File: src/rtl/dmem_disp_arb_if.sv
// Data-memory port bundle: the master drives the request, the slave returns read data.
interface dmem_disp_arb_if;
    logic        rden;
    logic        wren;
    logic [31:0] addr;
    logic [31:0] wdata;
    logic [31:0] rdata;

    modport master (output rden, output wren, output addr, output wdata, input rdata);
    modport slave  (input rden, input wren, input addr, input wdata, output rdata);
endinterface

File: src/rtl/dmem_disp_arb.sv
// Core/RAM data port arbiter with a background fetch of the display word in bus-idle cycles.
// Optional DISP_SNOOP_EN: core writes to DISP_ADDR update disp_data directly.
module dmem_disp_arb #(
    parameter logic [31:0] DISP_ADDR   = 32'h0000_0200,
    parameter int unsigned REFRESH_CYC = 50000
) (
    input  logic            m_clock,
    input  logic            p_reset,
    dmem_disp_arb_if.slave  c_bus,
    dmem_disp_arb_if.master m_bus,
    output logic [31:0]     disp_data,
    output logic            disp_valid
);
    typedef enum logic [1:0] {IDLE, ISSUE, CAPT} state_t;

    localparam logic [23:0] RCNT_LAST = 24'(REFRESH_CYC - 1);

    state_t      state;
    state_t      state_nxt;
    logic [23:0] rcnt;
    logic        pend;
    logic        core_busy;
    logic        rcnt_wrap;
    logic        fetch_fire;
    logic        capt_en;
    logic        snoop_hit;

    assign core_busy   = c_bus.rden | c_bus.wren;
    assign rcnt_wrap   = (rcnt == RCNT_LAST);
    assign c_bus.rdata = m_bus.rdata;

`ifdef DISP_SNOOP_EN
    assign snoop_hit = c_bus.wren && (c_bus.addr == DISP_ADDR);
`else
    assign snoop_hit = 1'b0;
`endif

    // The core always owns the port when it asks; the fetch only fills idle cycles.
    always_comb begin
        state_nxt   = state;
        fetch_fire  = 1'b0;
        capt_en     = 1'b0;
        m_bus.rden  = 1'b0;
        m_bus.wren  = 1'b0;
        m_bus.addr  = 32'h0;
        m_bus.wdata = 32'h0;

        if (core_busy) begin
            m_bus.rden  = c_bus.rden;
            m_bus.wren  = c_bus.wren;
            m_bus.addr  = c_bus.addr;
            m_bus.wdata = c_bus.wdata;
        end

        case (state)
            IDLE: begin
                if (pend) begin
                    state_nxt = ISSUE;
                end
            end
            ISSUE: begin
                if (!core_busy) begin
                    fetch_fire = 1'b1;
                    m_bus.rden = 1'b1;
                    m_bus.addr = DISP_ADDR;
                    state_nxt  = CAPT;
                end
            end
            CAPT: begin
                capt_en   = 1'b1;
                state_nxt = IDLE;
            end
            default: state_nxt = IDLE;
        endcase
    end

    // A wrap while a request is already pending is simply dropped.
    always_ff @(posedge m_clock or negedge p_reset) begin
        if (!p_reset) begin
            state <= IDLE;
            rcnt  <= 24'd0;
            pend  <= 1'b1;
        end else begin
            state <= state_nxt;
            rcnt  <= rcnt_wrap ? 24'd0 : rcnt + 24'd1;
            if (fetch_fire) begin
                pend <= 1'b0;
            end else if (rcnt_wrap) begin
                pend <= 1'b1;
            end
        end
    end

    // A snooped write is newer than the RAM data being captured, so it wins.
    always_ff @(posedge m_clock or negedge p_reset) begin
        if (!p_reset) begin
            disp_data  <= 32'h0;
            disp_valid <= 1'b0;
        end else if (snoop_hit) begin
            disp_data  <= c_bus.wdata;
            disp_valid <= 1'b1;
        end else if (capt_en) begin
            disp_data  <= m_bus.rdata;
            disp_valid <= 1'b1;
        end
    end
endmodule

File: src/flat_wrapper.sv
// flat-port wrapper written by rule: the top's interface ports become plain ports
module dmem_disp_arb_flat 
#(
    parameter logic [31:0] DISP_ADDR   = 32'h0000_0200,
    parameter int unsigned REFRESH_CYC = 50000
)
  (m_clock, p_reset, disp_data, disp_valid, c_bus_rden, c_bus_wren, c_bus_addr, c_bus_wdata, c_bus_rdata, m_bus_rden, m_bus_wren, m_bus_addr, m_bus_wdata, m_bus_rdata);
  dmem_disp_arb_if c_bus_i ();
  dmem_disp_arb_if m_bus_i ();
  input  logic m_clock;
  input  logic p_reset;
  output logic [31:0] disp_data;
  output logic disp_valid;
  input wire logic [$bits(c_bus_i.rden)-1:0] c_bus_rden;
  input wire logic [$bits(c_bus_i.wren)-1:0] c_bus_wren;
  input wire logic [$bits(c_bus_i.addr)-1:0] c_bus_addr;
  input wire logic [$bits(c_bus_i.wdata)-1:0] c_bus_wdata;
  output wire logic [$bits(c_bus_i.rdata)-1:0] c_bus_rdata;
  output wire logic [$bits(m_bus_i.rden)-1:0] m_bus_rden;
  output wire logic [$bits(m_bus_i.wren)-1:0] m_bus_wren;
  output wire logic [$bits(m_bus_i.addr)-1:0] m_bus_addr;
  output wire logic [$bits(m_bus_i.wdata)-1:0] m_bus_wdata;
  input wire logic [$bits(m_bus_i.rdata)-1:0] m_bus_rdata;
  assign c_bus_i.rden = c_bus_rden;
  assign c_bus_i.wren = c_bus_wren;
  assign c_bus_i.addr = c_bus_addr;
  assign c_bus_i.wdata = c_bus_wdata;
  assign c_bus_rdata = c_bus_i.rdata;
  assign m_bus_rden = m_bus_i.rden;
  assign m_bus_wren = m_bus_i.wren;
  assign m_bus_addr = m_bus_i.addr;
  assign m_bus_wdata = m_bus_i.wdata;
  assign m_bus_i.rdata = m_bus_rdata;
  dmem_disp_arb #(.DISP_ADDR(DISP_ADDR), .REFRESH_CYC(REFRESH_CYC)) u_core (.m_clock(m_clock), .p_reset(p_reset), .c_bus(c_bus_i), .m_bus(m_bus_i), .disp_data(disp_data), .disp_valid(disp_valid));
endmodule
File: config.mk
export PLATFORM = sky130hd
export DESIGN_NAME = dmem_disp_arb_flat
export DESIGN_NICKNAME = d
export VERILOG_FILES = /design/src/rtl/dmem_disp_arb_if.sv /design/src/rtl/dmem_disp_arb.sv /design/src/flat_wrapper.sv
export SDC_FILE = /design/constraint.sdc
export NUM_CORES = 1
export LEC_CHECK = 0
export CORE_ASPECT_RATIO = 0.7
export CORE_MARGIN = 2
export CORE_UTILIZATION = 37
export CTS_CLUSTER_SIZE = 30
export DETAILED_ROUTE_END_ITERATION = 10
export GPL_ROUTABILITY_DRIVEN = 0
export GPL_TIMING_DRIVEN = 1
export PLACE_DENSITY_LB_ADDON = 0.08
export SLEW_MARGIN = 15
export SYNTH_ARGS = -nofsm -noshare
export SYNTH_HDL_FRONTEND = slang
export SYNTH_SLANG_ARGS = --single-unit
File: constraint.sdc
create_clock -name m_clock -period 4.9 [get_ports m_clock]
set_input_delay 0.98 -clock m_clock [delete_from_list [all_inputs] [get_ports m_clock]]
set_output_delay 0.98 -clock m_clock [all_outputs]
set_load 0.02 [all_outputs]
# Word-level counts from Yosys, hierarchy flattened
# Cells that the tools add are included.
word_totals:
  regBits: 60
  latch_bits: 0
  ram_bits: 0
  mem_bits_ro: 0
  word_cells: 32
  mem_count: 0
op_classes:
  n_addsub: 1
  n_mul: 0
  div_mod_pow: 0
  order_cmp: 0
  eq_ne: 5
  n_shift: 0
  muxes: 17
  bitwise_logic: 1
  n_reduce_logical: 3
ops:
  columns: ["op", "n"]
  rows:
  - ["32-bit two-way mux", 4]
  - ["24-bit by 1-bit adder with 24-bit output (second input constant)", 1]
  - ["24-bit by 16-bit equality test with 1-bit output (second input constant)", 1]
  - ["24-bit two-way mux", 1]
  - ["1-bit two-way mux", 9]
  - ["2-bit two-way mux", 2]
  - ["2-bit case mux with 2 select lines", 1]
  - ["2-bit by 1-bit equality test with 1-bit output (second input constant)", 1]
  - ["2-bit equality test (second input constant)", 1]
  - ["2-bit logical NOT", 1]
  - ["2-bit by 1-bit inequality test with 1-bit output (second input constant)", 1]
  - ["2-bit inequality test (second input constant)", 1]
  - ["2-bit AND reduction", 1]
  - ["2-bit nonzero test", 1]
  - ["1-bit bitwise OR", 1]

# Longest topological paths before layout
depth:
  ltp_word: 4
  ltp_mapped: 5

# Least setup slack after synthesis
# No wires, ideal clock.
synth_path:
  kind: "input to output"
  start: "in c_bus_wren"
  end: "out m_bus_addr[0]"
  arrival_ns: 1.832
  t_required_ns: 3.920
  slack_ns: 2.088
  path_stages: 4
  path_cell_list: "or2_2 -> clkbuf_1 -> clkbuf_1 -> and2_1"
synth_via:
  elab_chain_cells: 4
synth_lines:
  columns: ["item", "line_no", "source"]
  rows:
  - ["start, declared", "flat_wrapper.sv:15", "input wire logic [$bits(c_bus_i.wren)-1:0] c_bus_wren;"]
  - ["1-bit bitwise OR *", "dmem_disp_arb.sv:28", "assign core_busy = c_bus.rden | c_bus.wren;"]
  - ["32-bit two-way mux", "dmem_disp_arb.sv:48", "if (core_busy) begin"]
  - ["32-bit two-way mux", "dmem_disp_arb.sv:62", "if (!core_busy) begin"]
  - ["32-bit two-way mux *", "dmem_disp_arb.sv:55", "case (state)"]
  - ["end, declared", "flat_wrapper.sv:21", "output wire logic [$bits(m_bus_i.addr)-1:0] m_bus_addr;"]
# Mark *: on every way between the ends. The rest lies on a longest branch, timed or not.

# Worst setup path after layout
layout_path:
  start: "in c_bus_wren"
  end: "out m_bus_rden"
layout_via:
  elab_chain_cells: 4
layout_lines:
  columns: ["item", "line_no", "source"]
  rows:
  - ["1-bit bitwise OR *", "dmem_disp_arb.sv:28", null]
  - ["1-bit two-way mux", "dmem_disp_arb.sv:48", null]
  - ["1-bit two-way mux", "dmem_disp_arb.sv:62", null]
  - ["1-bit two-way mux *", "dmem_disp_arb.sv:55", null]
  - ["end, declared", "flat_wrapper.sv:19", "output wire logic [$bits(m_bus_i.rden)-1:0] m_bus_rden;"]
# Marks and branches as above.

==> summary.md <==
In this run the tightest slew margin relative to its limit is 50.2%. Post-layout minimum cycle time: 3.95 ns. Cell type contributing the most total cell area after synthesis: dfrtp_1. The tools report the reg-to-reg setup timing slack as 3.07 ns. Hold is met by 0.466 ns. The floorplan step set the die height to 81.1 µm.

Dividing total power by cell area gives a power density of 348 nW/µm². The synthesized-area fraction occupied by ao, oa, aoi and oai cells is 0.796%. Across every metal layer, demand over resource in global routing totals 19.2%. The filler cell count is 642.

On the final layout, the worst clock skew is 0.00675 ns. Once the clock tree was built, the resizer swapped 0 gates to a different size. In the post-synthesis netlist, the biggest area contributors are dfrtp_1, and2_1, mux2_2. In this run the core area contains 28 standard-cell rows. The worst hold path belongs to the class register to register. The first detailed-routing pass took 4 iterations. The floorplan step defined a die boundary enclosing 9270 µm².

The run gives 37.7% as the initial core utilization. The number of cells on the worst hold path came out at 1. Excluding fillers, the count of instances in the completed layout stands at 594.

The layer carrying the most global-route usage is met2. In the global route stage, met2 resource usage came out at 32.2%. In the layout the commonest cells are clkdlybuf4s50_1, and2_1, dfrtp_1.

For this run, global-route usage on met3 was measured as 8.28%. For this run, design rule violations remaining after detail routing come to 0. The total wirelength of the detailed-routed design is 9.16 mm, and the horizontal die dimension is 114 µm. The start point of the critical path is c_bus_wren. The tools report the violation count after the first detailed-route iteration as 84.

The relative area change from synthesis to final layout is 77.8%, and the detailed-route via count is 2,742. The synthesized netlist occupies a cell area of 3150 µm². Number of cells produced by synthesis: 286. Of the post-synthesis cell area, the part taken by muxes is 11.5%. The post-CTS setup buffer count came out at 0. The flow ran to the end, and the final reports show no timing, DRC or antenna violations. Fraction of synthesis flops using an asynchronous set or reset pin: 100%. The via count of the first global-routing pass was 2,687. The number of enable-type register cells in the synthesized netlist works out to 0.

The cell with the largest stage delay on the worst path is clkdlybuf4s50_1. The startpoint identified for the worst hold timing path is u_core.state[1]. The count of nets left with antenna violations once routing finished came out at 0.

The total count of hold-check failures in the final report came out at 0. The H-tree was split into 3 levels. The run gives 31 as the distinct cell type count of the synthesized netlist.

The critical path is of the input pin to output port type. After Yosys synthesis, full adders, half adders and majority gates account for 0.398% of the synthesized area. Dominant combinational cell family by area after synthesis: simple AND/OR/NAND/NOR gates.

Max-capacitance violation count: 0. After the last flow step, the layout net total stands at 586. Once placement finished, the instance area stood at 5300 µm². Data arrives at the worst endpoint at 2.97 ns. Port buffering added 230 buffers. Stage delay of the slowest cell on the critical path: 0.61 ns. In this run the worst path has a maximum fanout of 4.

The max-slew violation total from the final report was 0; the final cycle utilization of the critical path was 80.7%. The repair_antennas step left the layout with diodes totalling 0. The clock sink total is 60, and the global routing usage on met1 is 23.1%.

Prevailing post-synth register cell: dfrtp_1. The signal on the critical path passes through clkdlybuf4s50_1, or2_2, nor3b_1, or2_2, clkdlybuf4s50_1. Summing the areas of all and, or, nand and nor instances in the mapped netlist gives 24.0% of the synthesized area.

For the final routed database, the setup TNS stands at 0 ns. The tools report the placed wire-length estimate as 7.16 mm. The commonest non-fill, non-tap cell in the layout was clkdlybuf4s50_1. The average routed wire per standard cell is 15.4 µm.

The top cell type by area accounts for 46.9% of the synthesized area. Sequential elements use 47.8% of the synthesized area. TritonCTS built the clock tree. Once placement completed, the tool counted placed cells totaling 579. Counting flops and latches in the post-synthesis netlist gives 60. Number of antenna violations at the first check in global routing: 0.

The startpoint of the worst-slack reg-to-reg timing path is u_core.rcnt[0]. Synthesis produced a netlist with a net count of 387. The static leakage was 0.00230 µW.

Entering global routing, the biggest net connects 65 pins. The CTS clock-pin slew for the worst setup and hold paths is 0.05 ns, and the highest clock rate is 253 MHz. The first global-routing pass estimated 13.7 mm of wire.

The overflow left after global routing is 0. Using the TritonRoute via totals, the vias-per-cell ratio works out to 4.62. IR analysis of the VDD net gives a maximum drop of 0.192 mV. The synthesized netlist devotes 6.13% of its cell area to XOR and XNOR gates. With fillers left out, the area of the finished cells amounts to 5590 µm².

The logs give 0.32 ns for the source-to-sink clock delay at the later pin of the worst-skew pair and 3.92 ns for the data required time at the worst endpoint. Setup repair after global routing left no endpoint under its margin. In the final layout, the share of cells above drive strength 1 is 11.9%. Buffers inserted to repair hold after CTS numbered 0.

The total core area is 8340 µm². The number of clock buffers added by TritonCTS is 9. Startpoint type of the worst setup path: an input pin. In this run the deepest clock path goes through 2 buffers. STA classifies the critical path endpoint as an output port.

The logs give 0 for the number of warning messages in the yosys log and 231 for the number of primary I/O pins. The depth of the worst register-to-register path was 5. The run gives 0 as the final setup violation count. At the pin with the least slew margin, the transition time is 0.747 ns. Dividing the synthesized area by the synthesized cell count gives 11.0 µm². The buffer cell driving the clock tree root was clkbuf_16.
## metrics by stage
| step | power (µW) | setup slack (ns) | util (%) |
|---|---|---|---|
| 6_report | 1950 | 0.945 | 67.1 |
| 2_1_floorplan | 965 | 2.09 | - |
| 3_5_place_dp | 1360 | 0.934 | 63.6 |
| 4_1_cts | 1970 | 0.930 | 67.1 |
| 3_3_place_gp | 1340 | 0.950 | 63.6 |
| 5_1_grt | 2040 | 0.824 | 67.1 |
## area by class of cell
cell class	instances	area (µm²)	area share (%)
timing repair buffer	233	2320	41.5
multi-input combinational	180	1350	24.0
inverter	1	3.75	0.0671
sequential	60	1500	26.9
clock buffer	10	239	4.27
clock inverter	5	52.6	0.939
tap	105	131	2.35
## critical path, delay by kind of cell
| family | cells | cell delay, ns |
|---|---|---|
| and+or+nand+nor | 3 | 0.90 |
| buffers and inverters | 2 | 1.09 |
## kinds of logic after synthesis
kind of cell | count (synthesis)
buf+inv | 46
mux | 32
compound gates | 3
flops | 60
xor+xnor | 22
fa+ha+maj | 1
simple gates | 122
## power breakdown
group	internal, µW	switching (µW)	total, µW
clock	401	207	608
combinational	392	313	705
sequential	591	42.4	634
total	1380	563	1950
## synth_stat cells (2+ instances only)
cell type  instances
nand2b_1           2
nand3_1           10
nand4_1            7
nor4_4             2
buf_4             32
dfrtp_1           59
nor4_1             4
and4_1             2
buf_2              3
nand2_1            8
xnor2_1           13
xor2_1             9
nor3_1             2
mux2_2            32
and2_1            63
and3_1             2
or2_2              2
nor2_1            13
clkbuf_1           9
## state kept, by name, summed over array words and instances, names as in the netlist
register	cells
u_core.pend	1
u_core.disp_data	32
u_core.disp_valid	1
u_core.state	2
u_core.rcnt	24
## metal layers
| metal | wire [µm] | share of wire, % |
|---|---|---|
| met5 | 0 | 0 |
| met1 | 3730 | 41 |
| met2 | 4550 | 50 |
| met4 | 68 | 0.74 |
| met3 | 810 | 8.8 |
## worst paths after layout
| check | endpoint |
|---|---|
| setup / recovery | m_bus_rden |
| hold / removal | u_core.state[0] |
| setup reg to reg | u_core.rcnt[3] |
| hold reg to reg | u_core.state[0] |
| max in group asynchronous | u_core.rcnt[22] |
| min in group asynchronous | u_core.rcnt[19] |
Power figures use the tool's default switching activity.
==> edit 1 (config.mk and constraints unchanged) <==
Register the output `disp_data` once more; this adds one clock of latency there. The other outputs are not delayed to match.
--- a/src/rtl/dmem_disp_arb.sv
+++ b/src/rtl/dmem_disp_arb.sv
@@ -16,2 +16,4 @@
     localparam logic [23:0] RCNT_LAST = 24'(REFRESH_CYC - 1);
+
+    logic [31:0] disp_data_s0;
 
@@ -96,9 +98,9 @@
         if (!p_reset) begin
-            disp_data  <= 32'h0;
+            disp_data_s0 <= 32'h0;
             disp_valid <= 1'b0;
         end else if (snoop_hit) begin
-            disp_data  <= c_bus.wdata;
+            disp_data_s0 <= c_bus.wdata;
             disp_valid <= 1'b1;
         end else if (capt_en) begin
-            disp_data  <= m_bus.rdata;
+            disp_data_s0 <= m_bus.rdata;
             disp_valid <= 1'b1;
@@ -106,2 +108,6 @@
     end
+    always_ff @(posedge m_clock) begin
+        disp_data <= disp_data_s0;
+    end
+
 endmodule
Formal check against the unedited RTL: not equivalent (Yosys sat finds a counterexample within 4 cycles, from zero or initial values and one cycle with p_reset low).
==> edit 1 against the unedited design <==
  * Design area up 13%
  * Global-route usage down 0.42 points
  * Routed wire length up 15%
  * Non-clock buffer count unchanged
  * First-iteration DRC count up 14%
  * Largest cell class unchanged
  * Synthesized area up 20%
  * Sequential cell count up 32
  * Count of clock-buffer cells in the layout unchanged
  * Critical path depth unchanged
  * Final cell count up 9.4%
  * Worst setup slack worse by 0.068 ns
  * Power up 28%
==> edit 1: results (changes against the unedited design) <==
metric,value,unit,change
Setup WS pre-CTS,0.860,ns,was 0.934 ns
leakage,2.59,nW,was 2.30 nW
clock-pin slew on the worst setup and hold paths,0.07,ns,was 0.05 ns
Internal,1.81,mW,was 1.38 mW
Least-Margin Pin Slew,0.765,ns,was 0.747 ns
crit path DAT,3.04,ns,was 2.97 ns
"top cells by area, synth","dfrtp_1, dfxtp_1, and2_1",,"was dfrtp_1, and2_1, mux2_2"
Avg Synthesized Cell Area,11.9,µm²,was 11.0 µm²
Avg WL per Cell,16.1,µm,was 15.4 µm
layout net count,618,,was 586
Worst-Skew Late Latency,0.34,ns,was 0.32 ns
placed wire-length estimate,8450,µm,was 7160 µm
initial DRC count,96,,was 84
Vias/cell,4.44,,was 4.62
unique cell type count in the Yosys netlist,32,,was 31
Synth Net Count,419,,was 387
first-pass GRT wire length,15500,µm,was 13700 µm
Synth async-reset ratio,0.652,,was 1.00
Clock Skew,0.00684,ns,was 0.00675 ns
highest net fanout along the worst path,19,,was 4
largest net degree at the start of global routing,61,,was 65
status,"complete, no violations",,unchanged
Sequential Power Share,0.406,,was 0.326
Synth top cells by count,"and2_1, dfrtp_1, buf_4, dfxtp_1, mux2_2",,"was and2_1, dfrtp_1, buf_4, mux2_2"
aggregate global-route resource usage,0.188,,was 0.192
fillcell total,745,,was 642
Power per Cell Area,394,nW/µm²,was 348 nW/µm²
-- edit 1: cell count changes after synthesis --
cell | unedited run | this run
buf_2 | 3 | 2
clkbuf_1 | 9 | 10
dfxtp_1 | 0 | 32
-- edit 1: cells by family after synthesis --
group,count (synthesis),share of synthesized area
XOR/XNOR,22,0.0509
AND/OR/NAND/NOR,122,0.199
adder cells (fa/ha/maj),1,0.00331
AO/OA/AOI/OAI,3,0.00661
flip-flops,92,0.566
multiplexers,32,0.0952
buffers and inverters,46,0.0783
-- edit 1: final cells by class --
| cell class | instances | area, µm² | area share |
|---|---|---|---|
| Timing Repair Buffer | 233 | 2320 | 0.368 |
| Sequential cell | 92 | 2140 | 0.340 |
| Multi-Input combinational cell | 180 | 1350 | 0.213 |
| Clock buffer | 10 | 239 | 0.0379 |
| Tap cell | 128 | 160 | 0.0254 |
| Clock inverter | 6 | 100 | 0.0159 |
| Inverter | 1 | 3.75 | 0.000595 |
-- edit 1: worst min path at each step --
stage	cells after the start	slack, ns	to	startpoint
finish	0	0.36	u_core.disp_data[14]	u_core.disp_data_s0[14]
CTS	0	0.36	u_core.disp_data[29]	u_core.disp_data_s0[29]
global route	0	0.37	u_core.disp_data[31]	u_core.disp_data_s0[31]
floorplan	0	0.34	u_core.disp_data[0]	u_core.disp_data_s0[0]
detailed placement	0	0.35	u_core.disp_data[14]	u_core.disp_data_s0[14]
global placement	0	0.35	u_core.disp_data[20]	u_core.disp_data_s0[20]
-- edit 1: worst register-to-register path, delay by kind of cell (launching register included) --
| family | cells | cell delay, ns |
|---|---|---|
| simple gates | 4 | 1.36 |
| flops | 1 | 0.42 |
-- edit 1: routing by layer --
layer  track usage  vias up  share of wire
li1              -     1421              -
met1         0.203     1318           0.37
met2         0.334      138           0.52
met3        0.0931        9          0.096
met4        0.0576        2          0.010
met5             0        -         0.0012
==> edit 2 (config.mk and constraints unchanged) <==
Made on the original files. Add a define of `DISP_SNOOP_EN`.
--- a/src/rtl/dmem_disp_arb.sv
+++ b/src/rtl/dmem_disp_arb.sv
@@ -2,2 +2,4 @@
 // Optional DISP_SNOOP_EN: core writes to DISP_ADDR update disp_data directly.
+`define DISP_SNOOP_EN
+
 module dmem_disp_arb #(
Check against the original RTL: not equivalent (Yosys sat finds a counterexample within 4 cycles, from zero or initial values and one cycle with p_reset low).
==> edit 2 against the unedited design <==
  * Power increased by 11%
  * Routed wire length rose by 23%
  * Design area is 10% higher
  * Worst setup slack worse by 0.29 ns
  * Synthesized area is 18% higher
  * Sequential cell count did not move
  * Clock power grew 10%
  * Final cell count grew 11%
  * Sequential power barely moved
  * Critical endpoint is now m_bus_addr[3]
==> edit 2: results (changes against the unedited design) <==
metric,value,unit,change
status,"complete, no violations",,unchanged
leakage,2.59,nW,was 2.30 nW
Avg WL per Cell,16.9,µm,was 15.4 µm
R2R depth,4,,was 5
multi-input logic portion of the cell area,0.304,,was 0.240
Hold WS,0.474,ns,was 0.466 ns
reg-to-reg startpoint,u_core.rcnt[5],,was u_core.rcnt[0]
total power,2.15,mW,was 1.95 mW
Setup WS pre-CTS,0.616,ns,was 0.934 ns
register area share after synthesis,0.405,,was 0.478
first-pass GRT wire length,16800,µm,was 13700 µm
dpl cells,646,,was 579
Tap Count,128,,was 105
Final Cell Area,6180,µm²,was 5590 µm²
end of the critical path,m_bus_addr[3],,was m_bus_rden
"top cells by area, synth","dfrtp_1, mux2_4, and2_1",,"was dfrtp_1, and2_1, mux2_2"
highest net fanout along the worst path,46,,was 4
reg-to-reg endpoint,u_core.rcnt[15],,was u_core.rcnt[3]
buffers outside the clock class,232,,was 233
aggregate global-route resource usage,0.204,,was 0.192
comb_multi_in,224,,was 180
via count,3148,,was 2742
Final clock-cell share,0.0514,,was 0.0521
normalized max-slew margin,0.256,,was 0.502
layout net count,630,,was 586
Non-clock buffering overhead,0.374,,was 0.415
Seq/total area,0.243,,was 0.269
R2R Setup Slk,2.92,ns,was 3.07 ns
vias in the first global route,3255,,was 2687
combinational cell power,849,µW,was 705 µW
Sw Share,0.285,,was 0.289
share of layout cells above drive strength 1,0.144,,was 0.119
fmax,236,MHz,was 253 MHz
fillcell total,769,,was 642
DP Area,5860,µm²,was 5300 µm²
Peak VDD IR,0.181,mV,was 0.192 mV
total CTS buffers,9,,unchanged
largest net degree at the start of global routing,61,,was 65
inverter count,2,,was 1
Layout Cells excl Fill,662,,was 594
placed wire-length estimate,8700,µm,was 7160 µm
Synth top cells by count,"and2_1, dfrtp_1, buf_4",,"was and2_1, dfrtp_1, buf_4, mux2_2"
Synth Net Count,435,,was 387
unique cell type count in the Yosys netlist,36,,was 31
initial DRC count,93,,was 84
-- edit 2: cell families (layout without fill, tap and decap cells) --
kind of cell               after synthesis  after routing  share of synthesized area
xor gates and xnor gates                21             21                     0.0495
DFF                                     60             60                      0.405
muxes                                   65             65                      0.226
and+or+nand+nor                        133            133                      0.217
buffers and inverters                   50            250                     0.0909
AOI/OAI and AO/OA                        4              4                    0.00876
adders and majority gates                1              1                    0.00337
-- edit 2: layer usage --
layer	vias up	GRT usage	wire [µm]
met2	118	0.345	5580
li1	1506	-	-
met5	-	0	0
met3	10	0.0944	1070
met4	0	0.0444	123
met1	1514	0.240	4440
-- edit 2: worst max-delay path, delay by kind of cell --
kind                   cells  cell delay (ns)
buffers and inverters      3             1.58
AND/OR/NAND/NOR            2             0.69
